--- config.mk ---
export PLATFORM = sky130hd
export DESIGN_NAME = game_datapath_core_flat
export DESIGN_NICKNAME = d
export VERILOG_FILES = /design/src/rtl/game_datapath_core_if.sv /design/src/rtl/game_datapath_core.sv /design/src/flat_wrapper.sv
export SDC_FILE = /design/constraint.sdc
export NUM_CORES = 1
export LEC_CHECK = 0
export ABC_AREA = 1
export BUFFER_PORTS_ARGS = -buffer_cell sky130_fd_sc_hd__buf_2
export CAP_MARGIN = 25
export CORE_UTILIZATION = 40
export CTS_CLUSTER_DIAMETER = 30
export CTS_CLUSTER_SIZE = 12
export DETAILED_ROUTE_END_ITERATION = 7
export GPL_ROUTABILITY_DRIVEN = 0
export PLACE_DENSITY_LB_ADDON = 0.05
export RECOVER_POWER = 100
export SLEW_MARGIN = 10
export SYNTH_ARGS = -nofsm -noshare
export SYNTH_HDL_FRONTEND = slang
export SYNTH_SLANG_ARGS = --single-unit
--- constraint.sdc ---
create_clock -name clock_50 -period 2.6 [get_ports clock_50]
set_input_delay 0.39 -clock clock_50 [delete_from_list [all_inputs] [get_ports clock_50]]
set_output_delay 0.39 -clock clock_50 [all_outputs]
set_load 0.02 [all_outputs]
--- src/rtl/game_datapath_core_if.sv ---
// Command/status bundle between the game controller FSM (master) and the datapath (slave).
interface game_datapath_core_if;
  logic r1;
  logic r2;
  logic e1;
  logic e2;
  logic e3;
  logic e4;
  logic sel;
  logic end_fpga;
  logic end_user;
  logic end_time;
  logic win;
  logic match;

  modport master (
    output r1, r2, e1, e2, e3, e4, sel,
    input  end_fpga, end_user, end_time, win, match
  );

  modport slave (
    input  r1, r2, e1, e2, e3, e4, sel,
    output end_fpga, end_user, end_time, win, match
  );
endinterface

--- src/rtl/game_datapath_core.sv ---
// Datapath for the sequence-guessing game: code LFSR, 1 Hz round timers,
// guess capture from key[0], and round/point bookkeeping.
module game_datapath_core #(
  parameter int unsigned CLK_HZ    = 50000000,
  parameter int unsigned SHOW_SEC  = 2,
  parameter int unsigned ROUND_SEC = 10,
  parameter int unsigned N_ROUNDS  = 16
) (
  input  logic                      clock_50,
  input  logic                      reset,
  input  logic [3:0]                key,
  input  logic [7:0]                switch,
  game_datapath_core_if.slave       ctl,
  output logic [7:0]                disp,
  output logic [4:0]                round,
  output logic [3:0]                time_left,
  output logic [7:0]                points
);

  localparam int unsigned DIV_W  = (CLK_HZ > 1) ? $clog2(CLK_HZ) : 1;
  localparam int unsigned SHOW_W = (SHOW_SEC > 0) ? $clog2(SHOW_SEC + 1) : 1;

  localparam logic [DIV_W-1:0]  DIV_LAST   = DIV_W'(CLK_HZ - 1);
  localparam logic [SHOW_W-1:0] SHOW_MAX   = SHOW_W'(SHOW_SEC);
  localparam logic [3:0]        ROUND_INIT = 4'(ROUND_SEC);
  localparam logic [4:0]        ROUND_WIN  = 5'(N_ROUNDS);
  localparam logic [7:0]        CODE_SEED  = 8'h01;
  localparam logic [7:0]        LFSR_TAPS  = 8'hB8;

  logic [DIV_W-1:0]  div;
  logic              tick;
  logic [SHOW_W-1:0] show_cnt;
  logic [7:0]        code;
  logic [7:0]        code_next;
  logic [7:0]        user_reg;
  logic [2:0]        key_sync;
  logic              press;
  logic              end_user_q;
  logic              match_q;
  logic              win;
  logic [8:0]        points_sum;
  logic              unused_keys;

  assign unused_keys = ^key[3:1];

  always_comb begin
    tick       = (div == DIV_LAST);
    // key_sync[1] is the synchronised level, key_sync[2] its previous value
    press      = key_sync[2] & ~key_sync[1];
    win        = (round == ROUND_WIN);
    points_sum = {1'b0, points} + {5'b0, time_left};
    code_next  = code[0] ? ((code >> 1) ^ LFSR_TAPS) : (code >> 1);
    disp       = ctl.sel ? user_reg : code;
  end

  assign ctl.end_fpga = (show_cnt == SHOW_MAX);
  assign ctl.end_time = (time_left == '0);
  assign ctl.end_user = end_user_q;
  assign ctl.match    = match_q;
  assign ctl.win      = win;

  // Synchroniser is restored to "released" on game clear so a held key
  // cannot leak a press across the abort.
  always_ff @(posedge clock_50) begin
    if (reset || ctl.r1) begin
      key_sync <= '1;
      match_q  <= 1'b0;
    end else begin
      key_sync <= {key_sync[1:0], key[0]};
      match_q  <= (user_reg == code);
    end
  end

  always_ff @(posedge clock_50) begin
    if (reset || ctl.r1) begin
      code       <= CODE_SEED;
      round      <= '0;
      points     <= '0;
      div        <= '0;
      show_cnt   <= '0;
      time_left  <= ROUND_INIT;
      user_reg   <= '0;
      end_user_q <= 1'b0;
    end else if (ctl.r2) begin
      div        <= '0;
      show_cnt   <= '0;
      time_left  <= ROUND_INIT;
      user_reg   <= '0;
      end_user_q <= 1'b0;
    end else begin
      div <= tick ? '0 : div + DIV_W'(1);

      if (tick && ctl.e1 && (show_cnt < SHOW_MAX))
        show_cnt <= show_cnt + SHOW_W'(1);

      if (tick && ctl.e2 && (time_left != '0))
        time_left <= time_left - 4'd1;

      end_user_q <= 1'b0;
      if (press && ctl.e3) begin
        user_reg   <= switch;
        end_user_q <= 1'b1;
      end

      if (ctl.e4 && !win) begin
        round  <= round + 5'd1;
        points <= points_sum[8] ? 8'hFF : points_sum[7:0];
        code   <= code_next;
      end
    end
  end

endmodule
--- src/flat_wrapper.sv ---
// flat-port wrapper written by rule: the top's interface ports become plain ports
module game_datapath_core_flat 
#(
  parameter int unsigned CLK_HZ    = 50000000,
  parameter int unsigned SHOW_SEC  = 2,
  parameter int unsigned ROUND_SEC = 10,
  parameter int unsigned N_ROUNDS  = 16
)
  (clock_50, reset, key, switch, disp, round, time_left, points, ctl_r1, ctl_r2, ctl_e1, ctl_e2, ctl_e3, ctl_e4, ctl_sel, ctl_end_fpga, ctl_end_user, ctl_end_time, ctl_win, ctl_match);
  game_datapath_core_if ctl_i ();
  input  logic clock_50;
  input  logic reset;
  input  logic [3:0] key;
  input  logic [7:0] switch;
  output logic [7:0] disp;
  output logic [4:0] round;
  output logic [3:0] time_left;
  output logic [7:0] points;
  input wire logic [$bits(ctl_i.r1)-1:0] ctl_r1;
  input wire logic [$bits(ctl_i.r2)-1:0] ctl_r2;
  input wire logic [$bits(ctl_i.e1)-1:0] ctl_e1;
  input wire logic [$bits(ctl_i.e2)-1:0] ctl_e2;
  input wire logic [$bits(ctl_i.e3)-1:0] ctl_e3;
  input wire logic [$bits(ctl_i.e4)-1:0] ctl_e4;
  input wire logic [$bits(ctl_i.sel)-1:0] ctl_sel;
  output wire logic [$bits(ctl_i.end_fpga)-1:0] ctl_end_fpga;
  output wire logic [$bits(ctl_i.end_user)-1:0] ctl_end_user;
  output wire logic [$bits(ctl_i.end_time)-1:0] ctl_end_time;
  output wire logic [$bits(ctl_i.win)-1:0] ctl_win;
  output wire logic [$bits(ctl_i.match)-1:0] ctl_match;
  assign ctl_i.r1 = ctl_r1;
  assign ctl_i.r2 = ctl_r2;
  assign ctl_i.e1 = ctl_e1;
  assign ctl_i.e2 = ctl_e2;
  assign ctl_i.e3 = ctl_e3;
  assign ctl_i.e4 = ctl_e4;
  assign ctl_i.sel = ctl_sel;
  assign ctl_end_fpga = ctl_i.end_fpga;
  assign ctl_end_user = ctl_i.end_user;
  assign ctl_end_time = ctl_i.end_time;
  assign ctl_win = ctl_i.win;
  assign ctl_match = ctl_i.match;
  game_datapath_core #(.CLK_HZ(CLK_HZ), .SHOW_SEC(SHOW_SEC), .ROUND_SEC(ROUND_SEC), .N_ROUNDS(N_ROUNDS)) u_core (.clock_50(clock_50), .reset(reset), .key(key), .switch(switch), .ctl(ctl_i), .disp(disp), .round(round), .time_left(time_left), .points(points));
endmodule
==> out/summary.log, run 1 <==
INFO  timing         report.final.hold_viol_count=0
INFO  power_and_ir_drop finalPower=1.94mW
INFO  grt            grt-ovfl-total=0
INFO  cells_and_area area_added_between_synthesis_and_finish=13.4%
INFO  clock_network  postCtsResizedCells=0
INFO  grt            grt_pass1_wl=13300um
INFO  cells_and_area fraction_of_final_layout_cells_with_drive_strength_greater_than_1=0.0921
INFO  synth          ys_seq_elements=66
INFO  synth          syn-num-nets=528
INFO  floorplanning  floorplan.initialDensity=0.415
INFO  placed_design  post_dp_cell_area=0.00376sqmm
INFO  drt            dr_total_vias=3145
INFO  cells_and_area layout.nets=580
INFO  cells_and_area count_of_filler_cells_inserted_in_the_layout=881
INFO  setup_path     timing.setup.critical_path_class=flop to flop
INFO  grt            antenna_violations_before_repair=0
INFO  clock_network  clk_path_buf_depth=2
INFO  clock_network  cts_tree=yes
INFO  placed_design  place_inst=643
INFO  power_and_ir_drop ir_worst_vdd=259uV
INFO  timing         totalNegativeSetupSlack=0ns
INFO  timing         clock.fmax=0.475GHz
INFO  clock_network  worst_skew_pair.late_latency=0.34ns
INFO  synth          synthDominantAreaCellType=dfxtp_1
INFO  timing         part_of_the_cycle_the_worst_path_needs=0.809
INFO  setup_path     worstPathMaxFanout=26
INFO  floorplanning  floorplan.core_area=0.00826sqmm
INFO  timing         worst_clock_skew=0.00959ns
INFO  clock_network  post-cts-setup-buffer-count=0
INFO  drt            drtIter0Drc=105
INFO  drt            route.detailed.drc=0
INFO  setup_path     startpoint=u_core.round[0]
INFO  synth          synth.area.mux_share=0.00329
INFO  drt            totalWireLength=7940um
INFO  placed_design  preCtsSetupSlack=0.756ns
INFO  clock_network  postCtsHoldBufs=0
INFO  setup_path     crit_path_start_kind=flop
INFO  timing         min_period=2.10ns
INFO  setup_path     cp_data_arrival_time=2.35ns
INFO  grt            via_count_of_the_first_global_routing_pass=2926
INFO  hold_path      worst_hold_startpoint=key[0]
INFO  synth          netlist_instances=497
INFO  power_and_ir_drop power_leakage=1.46nW
INFO  cells_and_area postLayoutCoreUtil=0.470
INFO  clock_network  htree_num_levels=3
INFO  synth          synthXorXnorAreaFrac=0.0434
INFO  grt            grt_util_all_layers=0.193
INFO  synth          count_of_yosys_warnings_during_synthesis=0
INFO  floorplanning  io_pins=51
INFO  drt            drt_first_pass_iters=6
INFO  cells_and_area largest-register=u_core.div
INFO  synth          synth_cell_type_count=34
INFO  cells_and_area multi_input_area=0.00179sqmm
INFO  timing         slew_at_the_pin_closest_to_its_max_slew_limit=1.01ns
INFO  cells_and_area ff_latch_area=0.00132sqmm
INFO  synth          post-synth-top-area-fraction=0.386
INFO  cells_and_area insertedDiodeCount=0
INFO  synth          largest_family_of_logic_cells_by_synthesized_area=simple AND/OR/NAND/NOR gates
INFO  clock_network  cts.clk_slew.worst_paths=0.07ns
INFO  floorplanning  die-area=0.00894sqmm
INFO  grt            grt_max_degree=27
INFO  synth          post_synth_instance_area=0.00343sqmm
INFO  synth          syn_area_per_cell=6.90squm
INFO  cells_and_area largest_register_ff_count=26
INFO  synth          yosys.area_share.adder=0.0387
INFO  timing         worst_case_hold_slack=0.241ns
INFO  clock_network  tritoncts_num_sinks=66
INFO  cells_and_area finished_cell_area=0.00388sqmm
INFO  synth          yosys-top-cells-area=dfxtp_1 39%, nand2_1 11%, nor2_1 9.2%
INFO  placed_design  number_of_buffers_added_on_ports=47
INFO  timing         remaining_max_slew_budget_at_the_tightest_pin=0.326
INFO  hold_path      min_path_type=primary input to flop
INFO  synth          synth_seq_area_share=0.386
INFO  power_and_ir_drop power.density_cell_area=500mW/mm^2
INFO  timing         finalSetupViolations=0
INFO  timing         final_max_slew_viol_count=0
INFO  synth          share_of_synthesized_cell_area_in_and_or_nand_and_nor_gates=0.331
INFO  floorplanning  die_y=94.6um
INFO  run            max-cap-violations=0
INFO  timing         timing.final.ws_setup=0.496ns
INFO  setup_path     critical_path.reg2reg.startpoint=u_core.round[0]
INFO  synth          synth_compound_gate_area_share=0.111
INFO  drt            drtAntennaViolNets=0
INFO  clock_network  clock-root-buffer=clkbuf_8
INFO  cells_and_area final_cells=659
INFO  placed_design  dpl.hpwl=6010um
INFO  floorplanning  die_width=94.6um
INFO  drt            wire_per_inst=12.0um
INFO  timing         setup_repair_after_global_routing_missed_its_margin=false
INFO  setup_path     worstPathRequired=2.84ns
INFO  run_status     status=finished clean
INFO  setup_path     endpoint_kind=flop
INFO  floorplanning  row_count=33
INFO  clock_network  cts_made_buffers=9
INFO  drt            route.detailed.vias_per_inst=4.77
[critical path, cell delays in order (launching register included)]
cell	delay (ns)
dfxtp_1	0.33
inv_1	0.11
ha_1	0.16
nand4_1	0.14
nand2_2	0.09
clkbuf_1	0.75
nor3_1	0.19
a21oi_1	0.18
nor2_1	0.05
[cell usage after synthesis]
master / instances
fa_1: 1
buf_6: 2
xnor2_1: 6
o21ai_4: 1
a21oi_1: 31
nand4_1: 10
nand3_1: 27
nand3b_1: 4
xor2_1: 11
dfxtp_1: 66
inv_1: 58
nor3_4: 1
nor2_1: 84
ha_1: 9
inv_2: 5
a221oi_1: 1
and2_1: 1
nor3_1: 8
nor2_2: 8
mux2_2: 1
nand2_2: 4
buf_2: 3
buf_1: 1
clkbuf_1: 3
a211oi_1: 1
o21ai_0: 32
nand2_1: 104
a31oi_1: 3
buf_4: 1
nor3b_1: 3
or2_2: 3
nor3b_2: 1
o211ai_1: 2
nand3_2: 1
[area by class of cell]
cell class | count | share of cell area
flip-flops and latches | 66 | 0.340
well taps | 105 | 0.0338
clock buffers | 10 | 0.0329
inverters | 63 | 0.0609
clock inverters | 6 | 0.0148
multi-input cells | 358 | 0.462
repair buffers | 51 | 0.0557
[power breakdown]
group / leakage [nW] / switching [mW] / internal [mW]
logic: 0.828 / 0.0617 / 0.0322
registers: 0.533 / 0.00786 / 1.02
clock network: 0.0958 / 0.384 / 0.436
[cell usage in the layout, fill, tap and decap left out, types with 9 or more instances in the layout]
cell type and count:
nand4_1 10, clkbuf_8 9, buf_2 17, nand3_1 27, a21oi_1 31, inv_1 59
dfxtp_1 66, o21ai_0 32, nand2_1 106, ha_1 9, nor2_1 88, xor2_1 11
clkbuf_1 34
[cells by family after synthesis]
logic type | after synthesis
and+or+nand+nor | 259
xor gates and xnor gates | 17
muxes | 1
adders and majority gates | 10
DFF | 66
AOI/OAI and AO/OA | 71
buffers and inverters | 73
[routing by layer]
| metal | up-vias | wire (um) | track usage |
|---|---|---|---|
| met3 | 8 | 326 | 0.0523 |
| met5 | - | 0 | 0 |
| li1 | 1691 | - | - |
| met1 | 1392 | 3860 | 0.236 |
| met4 | 0 | 108 | 0.0606 |
| met2 | 54 | 3640 | 0.329 |
[path summary, 6_finish.rpt]
kind,to,slack (ns),depth (start not counted)
worst max-delay path,u_core.round[4],0.50,8
worst max register to register,u_core.round[4],0.50,8
worst min-delay path,u_core.key_sync[0],0.24,2
worst min register to register,u_core.key_sync[1],0.43,1
No activity file was read; power rests on OpenSTA's default activity.
==> inputs of run 2 (changes only) <==
Clock period 2.6 ns to 2 ns, I/O delays scaled along.
==> run 2 against run 1 <==
Net effect:
- critical path depth shrank 3
- register-to-register slack lost 0.29 ns
- clock power grew 35%
- cell count grew 0.30%
- worst hold slack lost 0.074 ns
- first-iteration DRC count shrank 22%
- worst setup slack lost 0.30 ns
- largest power group unchanged
- critical endpoint is now ctl_end_time
- sequential share of layout area shrank 0.098 points
- via count grew 2.1%
- design area grew 0.29%
- die area is the same
- sequential power grew 29%
==> out/summary.log, run 2 (synthesis results as in run 1) <==
INFO  floorplanning  die-area=0.00894sqmm
INFO  timing         worst_case_hold_slack=0.167ns
INFO  setup_path     critical_path.reg2reg.startpoint=u_core.div[1]
INFO  timing         part_of_the_cycle_the_worst_path_needs=0.901
INFO  drt            wire_per_inst=12.1um
INFO  grt            grt_util_all_layers=0.192
INFO  timing         timing.final.ws_setup=0.197ns
INFO  setup_path     cp_data_arrival_time=1.50ns
INFO  grt            grt-ovfl-total=0
INFO  timing         clock.fmax=0.555GHz
INFO  placed_design  dpl.hpwl=6070um
INFO  drt            dr_total_vias=3210
INFO  placed_design  post_dp_cell_area=0.00379sqmm
INFO  cells_and_area final_cell_mix=104 x nand2_1, 86 x nor2_1, 66 x dfxtp_1
INFO  placed_design  number_of_buffers_added_on_ports=47
INFO  setup_path     worstPathMaxFanout=6
INFO  cells_and_area fraction_of_final_layout_cells_with_drive_strength_greater_than_1=0.101
INFO  floorplanning  floorplan.initialDensity=0.415
INFO  timing         remaining_max_slew_budget_at_the_tightest_pin=0.517
INFO  floorplanning  die_width=94.6um
INFO  clock_network  cts_made_buffers=9
INFO  setup_path     timing.setup.critical_path_class=flop to output pin
INFO  cells_and_area largest-register=u_core.div
INFO  power_and_ir_drop finalPower=2.57mW
INFO  timing         report.final.hold_viol_count=0
INFO  cells_and_area postLayoutCoreUtil=0.472
INFO  setup_path     crit_path_start_kind=flop
INFO  floorplanning  floorplan.core_area=0.00826sqmm
INFO  timing         min_period=1.80ns
INFO  grt            grt_pass1_wl=13200um
INFO  clock_network  postCtsResizedCells=0
INFO  timing         totalNegativeSetupSlack=0ns
INFO  cells_and_area finished_cell_area=0.00390sqmm
INFO  clock_network  cts.clk_slew.worst_paths=0.08ns
INFO  drt            route.detailed.drc=0
INFO  clock_network  htree_num_levels=3
INFO  floorplanning  die_y=94.6um
INFO  clock_network  clock-root-buffer=clkbuf_8
INFO  clock_network  tritoncts_num_sinks=66
INFO  drt            drtIter0Drc=82
INFO  cells_and_area final_common_cell=nand2_1
INFO  timing         final_max_slew_viol_count=0
INFO  grt            via_count_of_the_first_global_routing_pass=2930
INFO  cells_and_area final_cells=661
INFO  hold_path      worst_hold_startpoint=key[0]
INFO  drt            drtAntennaViolNets=0
INFO  cells_and_area layout.nets=583
INFO  clock_network  cts_tree=yes
INFO  placed_design  place_inst=646
INFO  hold_path      min_path_type=primary input to flop
INFO  grt            antenna_violations_before_repair=0
INFO  power_and_ir_drop ir_worst_vdd=255uV
INFO  drt            drt_first_pass_iters=4
INFO  clock_network  worst_skew_pair.late_latency=0.35ns
INFO  drt            totalWireLength=8010um
INFO  run_status     status=finished clean
INFO  setup_path     startpoint=u_core.time_left[1]
INFO  placed_design  preCtsSetupSlack=0.238ns
INFO  cells_and_area area_added_between_synthesis_and_finish=13.7%
INFO  grt            grt_max_degree=22
INFO  timing         setup_repair_after_global_routing_missed_its_margin=false
INFO  clock_network  post-cts-setup-buffer-count=0
INFO  floorplanning  row_count=33
INFO  setup_path     worstPathRequired=1.70ns
INFO  clock_network  clk_path_buf_depth=2
INFO  power_and_ir_drop power_leakage=1.46nW
INFO  clock_network  postCtsHoldBufs=0
INFO  cells_and_area insertedDiodeCount=0
INFO  cells_and_area largest_register_ff_count=26
INFO  power_and_ir_drop power.density_cell_area=659mW/mm^2
INFO  timing         worst_clock_skew=0.0117ns
INFO  floorplanning  io_pins=51
INFO  drt            route.detailed.vias_per_inst=4.86
INFO  setup_path     endpoint_kind=output pin
INFO  timing         slew_at_the_pin_closest_to_its_max_slew_limit=0.725ns
INFO  run            max-cap-violations=0
INFO  timing         finalSetupViolations=0
run 2: cell types whose count changed in the layout (fill, tap and decap cells not counted), sizes merged:
cell / before / now
buf: 18 / 19
clkbuf: 43 / 47
clkinv: 4 / 2
clkinvlp: 1 / 0
run 2: path summary, 6_finish.rpt:
| path | to | slack, ns | cells after the start |
|---|---|---|---|
| worst max-delay path | ctl_end_time | 0.20 | 5 |
| worst min-delay path | u_core.key_sync[0] | 0.17 | 2 |
| worst max register to register | u_core.div[20] | 0.21 | 7 |
| worst min register to register | u_core.key_sync[1] | 0.42 | 1 |
run 2: worst max-delay path: stages (launching register included):
cell and delay [ns]:
dfxtp_1 0.39, inv_1 0.09, ha_1 0.16, inv_1 0.06
nor3_1 0.24, clkbuf_2 0.23
run 2: area by class of cell:
type	count	area, sq um
clock buffers	12	145
clock inverters	3	40.0
fillers	919	4360
inverters	63	236
multi-input cells	358	1790
flip-flops and latches	66	1320
well taps	105	131
repair buffers	54	235
run 2: where the power goes:
group	internal, mW	switching, mW
registers	1.32	0.00944
logic	0.0434	0.0803
clock network	0.600	0.510
run 2: routing by layer:
layer,vias to the layer above,global-route usage,share of wire
li1,1699,-,-
met1,1452,0.240,0.48
met2,49,0.316,0.46
met3,10,0.0588,0.039
met4,0,0.0619,0.013
met5,-,0,0
==> inputs of run 3 (changes only) <==
Settings changed: CORE_UTILIZATION 40 to 61.
Clock period 2 ns to 2.1 ns, I/O delays scaled along.
==> run 3 against run 2 <==
Net effect:
- clock power up 20%
- critical path depth unchanged
- clock-buffer cell count down 2
- flip-flop and latch count unchanged
- cell count down 5.4%
- design area up 0.74%
- die area down 34%
- sequential share of layout area down 0.25 points
- via count up 2.4%
- clock skew down 0.0038 ns
- first-iteration DRC count up 150%
- worst hold slack better by 0.0048 ns
- critical path type unchanged
- highest routed layer unchanged
==> out/summary.log, run 3 (synthesis results as in run 1) <==
INFO  run            max-cap-violations=0
INFO  clock_network  worst_skew_pair.late_latency=0.35ns
INFO  clock_network  htree_num_levels=3
INFO  cells_and_area insertedDiodeCount=0
INFO  clock_network  cts_made_buffers=9
INFO  cells_and_area final_cell_mix=105 x nand2_1, 86 x nor2_1, 66 x dfxtp_1
INFO  setup_path     crit_top_cell=inv_1
INFO  setup_path     timing.critical_path.max_delay_family=buffers and inverters
INFO  grt            grt_pass1_wl=13700um
INFO  drt            drtAntennaViolNets=0
INFO  setup_path     endpoint_kind=output pin
INFO  setup_path     timing.setup.critical_path_class=flop to output pin
INFO  setup_path     worstPathRequired=1.78ns
INFO  drt            route.detailed.vias_per_inst=5.26
INFO  grt            groute.layer.met1.usage=0.387
INFO  clock_network  cts.clk_slew.worst_paths=0.07ns
INFO  timing         report.final.hold_viol_count=0
INFO  drt            drtIter0Drc=202
INFO  timing         remaining_max_slew_budget_at_the_tightest_pin=0.532
INFO  placed_design  number_of_buffers_added_on_ports=47
INFO  grt            use_met2=0.456
INFO  placed_design  dpl.hpwl=5830um
INFO  cells_and_area largest-register=u_core.div
INFO  hold_path      min_path_type=primary input to flop
INFO  cells_and_area final_common_cell=nand2_1
INFO  drt            dr_total_vias=3286
INFO  cells_and_area fraction_of_final_layout_cells_with_drive_strength_greater_than_1=0.105
INFO  setup_path     slowest_delay=0.36ns
INFO  floorplanning  row_count=26
INFO  clock_network  postCtsResizedCells=0
INFO  timing         finalSetupViolations=0
INFO  cells_and_area layout.nets=581
INFO  clock_network  clk_path_buf_depth=2
INFO  grt            grt-ovfl-total=0
INFO  drt            route.detailed.drc=0
INFO  setup_path     cp_data_arrival_time=1.57ns
INFO  timing         part_of_the_cycle_the_worst_path_needs=0.896
INFO  setup_path     critical_path.cell_chain=inv_1 -> ha_1 -> inv_1 -> nor3_1 -> clkbuf_1
INFO  cells_and_area final_cells=625
INFO  cells_and_area postLayoutCoreUtil=0.745
INFO  power_and_ir_drop finalPower=2.72mW
INFO  grt            grt_max_degree=27
INFO  setup_path     cp.buffers_inverters=3
INFO  clock_network  postCtsHoldBufs=0
INFO  grt            antenna_violations_before_repair=0
INFO  placed_design  place_inst=609
INFO  floorplanning  floorplan.core_area=0.00527sqmm
INFO  cells_and_area largest_register_ff_count=26
INFO  drt            totalWireLength=7840um
INFO  floorplanning  die_width=77.0um
INFO  timing         min_period=1.88ns
INFO  clock_network  tritoncts_num_sinks=66
INFO  setup_path     critPathSlowestCell=dfxtp_1
INFO  power_and_ir_drop power.density_cell_area=693mW/mm^2
INFO  clock_network  post-cts-setup-buffer-count=0
INFO  floorplanning  floorplan.initialDensity=0.650
INFO  grt            grt_util_all_layers=0.292
INFO  setup_path     crit_path_start_kind=flop
INFO  timing         totalNegativeSetupSlack=0ns
INFO  power_and_ir_drop power_leakage=1.49nW
INFO  floorplanning  io_pins=51
INFO  timing         final_max_slew_viol_count=0
INFO  floorplanning  die-area=0.00592sqmm
INFO  cells_and_area area_added_between_synthesis_and_finish=14.5%
INFO  floorplanning  die_y=77.0um
INFO  grt            met3_track_usage_gr=0.0655
INFO  power_and_ir_drop ir_worst_vdd=407uV
INFO  timing         slew_at_the_pin_closest_to_its_max_slew_limit=0.702ns
INFO  timing         clock.fmax=0.531GHz
INFO  timing         setup_repair_after_global_routing_missed_its_margin=false
INFO  drt            drt_first_pass_iters=4
INFO  grt            via_count_of_the_first_global_routing_pass=3018
INFO  drt            wire_per_inst=12.5um
INFO  run_status     status=finished clean
INFO  clock_network  clock-root-buffer=clkbuf_8
INFO  timing         worst_clock_skew=0.00791ns
INFO  clock_network  cts_tree=yes
INFO  grt            grt.busiest_layer=met2
INFO  setup_path     worstPathMaxFanout=5
==> run 3: worst paths after layout <==
path | startpoint | to | slack, ns | cells after the start
worst max-delay path | u_core.time_left[0] | ctl_end_time | 0.22 | 5
worst min-delay path | key[0] | u_core.key_sync[0] | 0.17 | 2
worst max register to register | u_core.time_left[0] | u_core.points[3] | 0.34 | 8
worst min register to register | u_core.key_sync[1] | u_core.key_sync[2] | 0.42 | 2
==> run 3: worst reg2reg max path: cells and delay by family, from the launching register on <==
kind	cells	cell delay [ns]
adders and majority gates	2	0.65
DFF	1	0.36
and+or+nand+nor	6	0.65
==> run 3: final cells by class <==
| type | instances | area (sq um) |
|---|---|---|
| flip-flops and latches | 66 | 1320 |
| clock inverters | 6 | 114 |
| inverters | 63 | 236 |
| clock buffers | 10 | 138 |
| multi-input cells | 358 | 1800 |
| fillers | 448 | 1350 |
| well taps | 70 | 87.6 |
| repair buffers | 52 | 226 |
==> run 3: through the flow <==
stage / hold WS (ns) / area [sq um] / worst slack (ns)
final: 0.172 / 3930 / 0.218
after global routing: 0.164 / 3930 / 0.104
after CTS: 0.163 / 3980 / 0.247
after detailed placement: 0.403 / 3730 / 0.361
after global placement: 0.399 / 3730 / 0.381
after floorplan: 0.393 / 3430 / 0.267
==> run 3: power breakdown <==
part | switching (mW) | internal, mW
clock network | 0.509 | 0.823
registers | 0.0102 | 1.26
logic | 0.0766 | 0.0414
total | 0.596 | 2.13
==> run 3: layer usage <==
metal  wire length (um)  part of all wire
met1               3700              0.47
met2               3550              0.45
met3                425             0.054
met4                155             0.020
met5                  0                 0
